===== src/rtl/switch_merger.sv =====
// Two-input merger: per-input FIFOs, round-robin arbiter, registered output.
// Define SWITCH_MERGER_DROP_CNT_EN to add saturating per-side drop counters.
module switch_merger #(
  parameter int ADDR_WIDTH = 8,
  parameter int DATA_WIDTH = 16,
  parameter int FIFO_DEPTH = 4
) (
  input  logic                  clk,
  input  logic                  rst,
  input  logic                  vld_a,
  input  logic [ADDR_WIDTH-1:0] addr_a,
  input  logic [DATA_WIDTH-1:0] data_a,
  input  logic                  vld_b,
  input  logic [ADDR_WIDTH-1:0] addr_b,
  input  logic [DATA_WIDTH-1:0] data_b,
  output logic                  out_vld,
  output logic [ADDR_WIDTH-1:0] out_addr,
  output logic [DATA_WIDTH-1:0] out_data,
  output logic                  out_src,
  input  logic                  out_rdy,
  output logic                  drop_a,
  output logic                  drop_b
`ifdef SWITCH_MERGER_DROP_CNT_EN
  ,
  output logic [7:0]            drop_cnt_a,
  output logic [7:0]            drop_cnt_b
`endif
);

  localparam int PW = $clog2(FIFO_DEPTH);
  localparam int WW = ADDR_WIDTH + DATA_WIDTH;
  localparam logic [PW:0] ONE = 1;

  logic [WW-1:0] mem_a [FIFO_DEPTH];
  logic [WW-1:0] mem_b [FIFO_DEPTH];
  logic [PW:0]   wp_a, rp_a, wp_b, rp_b;
  logic          full_a, full_b, empty_a, empty_b;
  logic          wr_a, wr_b, pop_a, pop_b;
  logic          load, last_grant;

  // extra wrap bit distinguishes full from empty
  assign full_a  = (wp_a[PW] != rp_a[PW]) &&
                   (wp_a[PW-1:0] == rp_a[PW-1:0]);
  assign full_b  = (wp_b[PW] != rp_b[PW]) &&
                   (wp_b[PW-1:0] == rp_b[PW-1:0]);
  assign empty_a = (wp_a == rp_a);
  assign empty_b = (wp_b == rp_b);
  assign wr_a    = vld_a && !full_a;
  assign wr_b    = vld_b && !full_b;
  assign load    = !out_vld || out_rdy;

  always_comb begin
    pop_a = 1'b0;
    pop_b = 1'b0;
    if (load) begin
      unique case (1'b1)
        (!empty_a && !empty_b): begin
          pop_a = last_grant;
          pop_b = !last_grant;
        end
        (!empty_a && empty_b): pop_a = 1'b1;
        (empty_a && !empty_b): pop_b = 1'b1;
        default: ;
      endcase
    end
  end

  always_ff @(posedge clk) begin
    if (wr_a) mem_a[wp_a[PW-1:0]] <= {addr_a, data_a};
    if (wr_b) mem_b[wp_b[PW-1:0]] <= {addr_b, data_b};
  end

  always_ff @(posedge clk) begin
    if (rst) begin
      wp_a <= '0;
      rp_a <= '0;
      wp_b <= '0;
      rp_b <= '0;
    end else begin
      if (wr_a)  wp_a <= wp_a + ONE;
      if (pop_a) rp_a <= rp_a + ONE;
      if (wr_b)  wp_b <= wp_b + ONE;
      if (pop_b) rp_b <= rp_b + ONE;
    end
  end

  always_ff @(posedge clk) begin
    if (rst) begin
      out_vld    <= 1'b0;
      out_addr   <= '0;
      out_data   <= '0;
      out_src    <= 1'b0;
      last_grant <= 1'b1;
    end else if (load) begin
      out_vld <= pop_a || pop_b;
      if (pop_a) begin
        {out_addr, out_data} <= mem_a[rp_a[PW-1:0]];
        out_src    <= 1'b0;
        last_grant <= 1'b0;
      end else if (pop_b) begin
        {out_addr, out_data} <= mem_b[rp_b[PW-1:0]];
        out_src    <= 1'b1;
        last_grant <= 1'b1;
      end
    end
  end

  always_ff @(posedge clk) begin
    if (rst) begin
      drop_a <= 1'b0;
      drop_b <= 1'b0;
    end else begin
      drop_a <= vld_a && full_a;
      drop_b <= vld_b && full_b;
    end
  end

`ifdef SWITCH_MERGER_DROP_CNT_EN
  always_ff @(posedge clk) begin
    if (rst) begin
      drop_cnt_a <= '0;
      drop_cnt_b <= '0;
    end else begin
      if (vld_a && full_a && drop_cnt_a != 8'hFF)
        drop_cnt_a <= drop_cnt_a + 8'd1;
      if (vld_b && full_b && drop_cnt_b != 8'hFF)
        drop_cnt_b <= drop_cnt_b + 8'd1;
    end
  end
`endif

endmodule


===== config.mk =====
export PLATFORM = sky130hd
export DESIGN_NAME = switch_merger
export DESIGN_NICKNAME = d
export VERILOG_FILES = /design/src/rtl/switch_merger.sv
export SDC_FILE = /design/constraint.sdc
export NUM_CORES = 1
export LEC_CHECK = 0
export BUFFER_PORTS_ARGS = -buffer_cell sky130_fd_sc_hd__clkbuf_2
export CAP_MARGIN = 10
export CORE_MARGIN = 4
export CORE_UTILIZATION = 30
export CTS_CLUSTER_DIAMETER = 200
export DETAILED_ROUTE_END_ITERATION = 8
export SLEW_MARGIN = 15
export SYNTH_ARGS = -nofsm -noshare
export SYNTH_HDL_FRONTEND = slang
export SYNTH_SLANG_ARGS = --single-unit

===== constraint.sdc =====
create_clock -name clk -period 6.3 [get_ports clk]
set_clock_uncertainty 0.15 [all_clocks]
set_input_delay 0.315 -clock clk [delete_from_list [all_inputs] [get_ports clk]]
set_output_delay 0.315 -clock clk [all_outputs]
set_load 0.01 [all_outputs]

# Word-level counts from Yosys, hierarchy flattened
# Memory sizes are Yosys's and may differ from the RTL's. A register that Yosys moved wholly into a read port is not among the register bits.
# Index checks and enable logic that the tools add are counted.
# totals
register_bits	41
ramBits	192
input_bits	53
out_inout_bits	28
memories	2
# memory_table
memory	words	word_bits	rd	rd_ports_with_merged_regs	wr	line_no	text
mem_a	4	24	1	1	1	34	logic [WW-1:0] mem_a [FIFO_DEPTH];
mem_b	4	24	1	1	1	35	logic [WW-1:0] mem_b [FIFO_DEPTH];
# op_classes
add_sub_neg	4
eq_ne	6
mux	18
reduce_logical	19
# ops
op	count
16-bit two-way mux	2
8-bit two-way mux	2
3-bit by 1-bit adder with 3-bit output, second input constant	4
1-bit logical AND	9
1-bit two-way mux	8
2-bit two-way mux	4
3-bit == test	2
1-bit zero test	6
2-bit == test	2
1-bit one-hot mux with 2 select lines	2
1-bit logical OR	2
1-bit != test	2
2-bit AND reduction	1
2-bit nonzero test	1

# Depth between registers and ports, before layout
# logic_depth
ltp_word	7
ltp_mapped	7
depth_no_buf	5

# Least setup slack after synthesis
# OpenSTA, ideal clock, no wires.
# synth_timing
path_kind	register to register
from	register wp_a[0]
to	memory mem_a[3][0] in the netlist's numbering, enable pin
arrival_time_ps	1604
t_required_ps	5766
slack_ps	4161
stages_incl_launch_ff	4
synth_period_minus_slack_ps	2139
path_cell_list	dfxtp_1 > xnor2_1 > a31oi_1 > and2_1
# synth_via
elab_chain_cells	6
# synth_rtl
element	line_no	text
from (decl)	36	logic [PW:0] wp_a, rp_a, wp_b, rp_b;
from (signal assigned)	80	if (wr_a) wp_a <= wp_a + ONE;
2-bit == test	43	(wp_a[PW-1:0] == rp_a[PW-1:0]);
1-bit logical AND	42	assign full_a = (wp_a[PW] != rp_a[PW]) &&
1-bit zero test	48	assign wr_a = vld_a && !full_a;
1-bit logical AND	48	
1-bit two-way mux	69	if (wr_a) mem_a[wp_a[PW-1:0]] <= {addr_a, data_a};
1-bit two-way mux (implied by the code)	69	
to (decl)	34	
# Several ways; a longest one is shown, not always the timed one.

# Worst setup path after layout
# layout_timing
from	register wp_b[2]
to	register out_data[0]
# layout_via
elab_chain_cells	7
elab_cells_between_ends	12
classes_between	1 x eq/ne; 5 x mux; 6 x reduce/logical
# layout_rtl
element	line_no	text
from (decl)	36	
from (signal assigned)	82	if (wr_b) wp_b <= wp_b + ONE;
3-bit == test (*)	47	assign empty_b = (wp_b == rp_b);
1-bit zero test	57, 62	
1-bit logical AND, on equally long branches	57, 62	
1-bit one-hot mux with 2 select lines	56	unique case (1'b1)
1-bit two-way mux	55	if (load) begin
2-bit nonzero test (no source line)	-	
2-bit AND reduction (no source line)	-	
to (signal assigned)	97	{out_addr, out_data} <= mem_a[rp_a[PW-1:0]];
to (signal assigned)	101	{out_addr, out_data} <= mem_b[rp_b[PW-1:0]];
to (decl)	18	output logic [DATA_WIDTH-1:0] out_data,
# Mark *: on every way between the ends. The rest lies on a longest branch, timed or not.
# A chain may end at the register's enable or synchronous reset.

==> metrics.md <==
| Metric | Value |
|---|---|
| CP top delay family | `compound AO/OA/AOI/OAI gates` |
| First-pass GRT wire length | `roughly 28000 um` |
| Pwr/cell area | `approximately 390 nW/um2` |
| Origin of the critical flop-to-flop path | `wp_b[2]` |
| Peak supply drop | `about 0.00025 V` |
| MaxCap Viol Count | `0` |
| Final Wtd Congestion | `0.8440` |
| Count of cell types in the netlist | `31` |
| Ranking of synthesized cells by area | `edfxtp_1 64%, mux4_2 12%, dfxtp_1 10%` |
| Worst hold path class | `input port to flop` |
| Final setup margin | `3799 ps` |
| Crit-path cells | `xor2_1 > and3b_4 > o211ai_4 > mux2i_1 > a211oi_1` |
| CTS tree | `built` |
| Multi-input logic area | `2143 um2` |
| Post-CTS Hold Buffers | `50` |
| Syn Inst Count | `about 460` |
| Initial core utilization | `30.32%` |
| P_leak | `3.879 nW` |
| Worst path slowest cell | `o211ai_4` |
| Cell taking the most area after synthesis | `edfxtp_1` |
| Min-delay src | `out_rdy` |
| Total congestion overflow | `0` |
| RSZ-0062 raised after global routing | `no` |
| Met1 Use GR | `about 14%` |
| Largest net degree at the start of global routing | `between 50 and 60` |
| Core Region | `29560 um2` |
| Post-Syn Area per Cell | `19.40 um2` |
| GR met2 Demand/Resource | `a little under a fifth` |
| Sequential area share after synthesis | `74.37%` |
| Layout filler cell count | `2756` |
| Final period util | `39.70%` |
| Synth top area share | `64.32%` |
| Final hold viol count | `0` |
| WHS Path Cells | `3` |
| WP data arrival | `between 2000 and 3000 ps` |
| Max incr delay on CP | `870 ps` |
| DRT antenna net count | `0` |
| IO Count | `81` |
| Pre-antenna DRT Iters | `4` |
| Worst r2r path cells | `5` |
| Commonest non-fill, non-tap cell in the layout | `edfxtp_1` |
| Startpoint types | `flop` |
| Final Util | `37.34%` |
| Most frequent cells in the layout | `192 x edfxtp_1, 80 x clkbuf_2, 50 x dlygate4sd3_1` |
| Die area | `32710 um2` |
| DRT iter0 DRCs | `205` |
| Layout cells sized above 1 | `28.34%` |
| Most used routing layer in global routing | `met2` |
| Hpwl dp | `12150 um` |
| DR vias | `4573` |
| Layout area overhead | `23.14%` |
| Run status | `complete, no violations` |
| Antenna violations before repair | `1` |
| Clock Latency Late Sink | `510 ps` |
| Post-Syn Area | `roughly 9000 um2` |
| Worst EP required | `6560 ps` |
| Slew HR | `24.32%` |
| Final wirelength | `18050 um` |
| Wire length per cell | `17.83 um` |
| Via/cell ratio | `4.519` |
| Worst R2R Setup Slack | `3800 ps` |
| Die width | `between 150 and 200 um` |
| IO buf count | `80` |
| Chip height | `180.9 um` |
| Pre-CTS WS | `3820 ps` |
| Met3 GRT Util | `2.496%` |
| Setup TNS | `0 ps` |
| Post_cts resized | `0` |
| Worst Tran Pin Value | `around 1100 ps` |
| Type of the worst setup path | `flop to flop` |
| Vias in the first global route | `4869` |
| Cts bufs inserted | `23` |
| Clock Root Buffer | `clkbuf_16` |
| Hold Crit Endpoint | `out_vld` |
| Final-stage net count | `667` |
| Clk sink count | `237` |
| Syn Nets | `525` |
| Min cycle time layout | `around 2500 ps` |
| Finish-stage setup viols | `0` |
| Number of setup buffers added after CTS | `0` |
| Slew Viols, Final | `0` |
| H-Tree Depth | `1` |
| Total track usage | `10.88%` |
| FF+latch area | `6668 um2` |
| Yosys reg bits | `237` |
| Drc violations | `0` |
| CP Capture Type | `flop` |
| Clock-pin transition on the worst setup and hold timing paths | `60 ps` |
| Fmax | `~400 MHz` |
| Reg-to-reg endpoint | `out_data[0]` |
| Row Count | `between 60 and 70` |
| Crit path buffers/inverters | `0` |
| Yosys warns | `0` |
| Max Buffers Root-to-Sink | `3` |
| Peak fanout along the critical path | `26` |
[worst max path at each step]
stage,start,endpoint,slack [ps],cells past startpoint
finish,wp_b[2],out_data[0],3800,5
global route,rp_b[2],out_data[0],3630,5
CTS,wp_b[2],out_data[0],3820,5
detailed placement,wp_b[2],out_data[0],3820,5
global placement,wp_b[2],out_data[4],3930,5
floorplan,wp_a[0],mem_a[3][0],4160,3
[logic make-up (layout without fill, tap and decap cells)]
kind of cell	count (synthesis)	after routing	synth area share (%)
buffers and inverters	32	191	1.898
muxes	74	74	14.96
other	0	1	0
DFF	237	237	74.37
AOI/OAI and AO/OA	36	36	2.931
and+or+nand+nor	60	60	3.169
adders and majority gates	10	10	1.396
xor gates and xnor gates	13	13	1.270
[state kept, by name (all words and copies together), names as in the netlist, named ones only]
register / flops
drop_a: 1
drop_b: 1
last_grant: 1
mem_a: 96
mem_b: 96
out_addr: 8
out_data: 16
out_src: 1
out_vld: 1
rp_a: 3
rp_b: 3
wp_a: 3
wp_b: 3
[worst reg2reg max path, delay by kind of cell, from the launching register on]
family	cells	cell delay, ps
AO/OA/AOI/OAI	2	1160
XOR/XNOR	1	220
flip-flops	1	360
multiplexers	1	260
AND/OR/NAND/NOR	1	270
[power breakdown]
group          switching (mW)  total (mW)  leakage [nW]  internal (mW)
Sequential              0.119        1.98          2.14           1.86
Combinational           0.560        1.08          1.40          0.516
Clock                   0.547        1.27         0.347          0.724
[synthesized netlist by cell type]
master / number
a211o_1: 1
a211oi_1: 24
a21oi_1: 4
a21oi_2: 1
a31oi_1: 3
and2_1: 8
and3b_1: 1
and3b_4: 1
buf_1: 2
buf_12: 2
buf_2: 8
buf_6: 1
clkbuf_1: 12
dfxtp_1: 45
edfxtp_1: 192
ha_1: 10
inv_1: 7
mux2i_1: 26
mux4_2: 48
nand2b_1: 3
nand3_1: 2
nand3b_1: 2
nor2_1: 39
nor2b_1: 1
nor3_1: 2
o2111ai_1: 1
o211ai_2: 1
o21ai_0: 1
or3_1: 1
xnor2_1: 8
xor2_1: 5
[metal layers]
metal	up-vias	share of wire, %
met5	-	0
li1	2125	-
met4	0	2.0
met2	127	50
met1	2291	43
met3	30	5.5
[stage by stage]
stage | hold slack (ps) | instance area, um2 | cells | total power, mW
CTS | 106.1 | 11010 | 1010 | 4.351
detailed placement | 338.0 | 9808 | 918 | 3.046
finish | 126.5 | 11040 | 1012 | 4.324
floorplan | 263.9 | 8964 | 462 | 2.767
global route | 159.7 | 11040 | 1012 | 4.547
global placement | 316.4 | 9807 | 918 | 3.002
[cell type report]
class                      count  share of cell area, %
antenna                        1                0.02267
clock buffer                  28                  5.475
clock inverter                14                 0.8615
inverter                       7                 0.2380
multi-input combinational    193                  19.42
sequential                   237                  60.41
tap                          390                  4.421
timing repair buffer         142                  9.159
(Power assumes the default switching activity.)
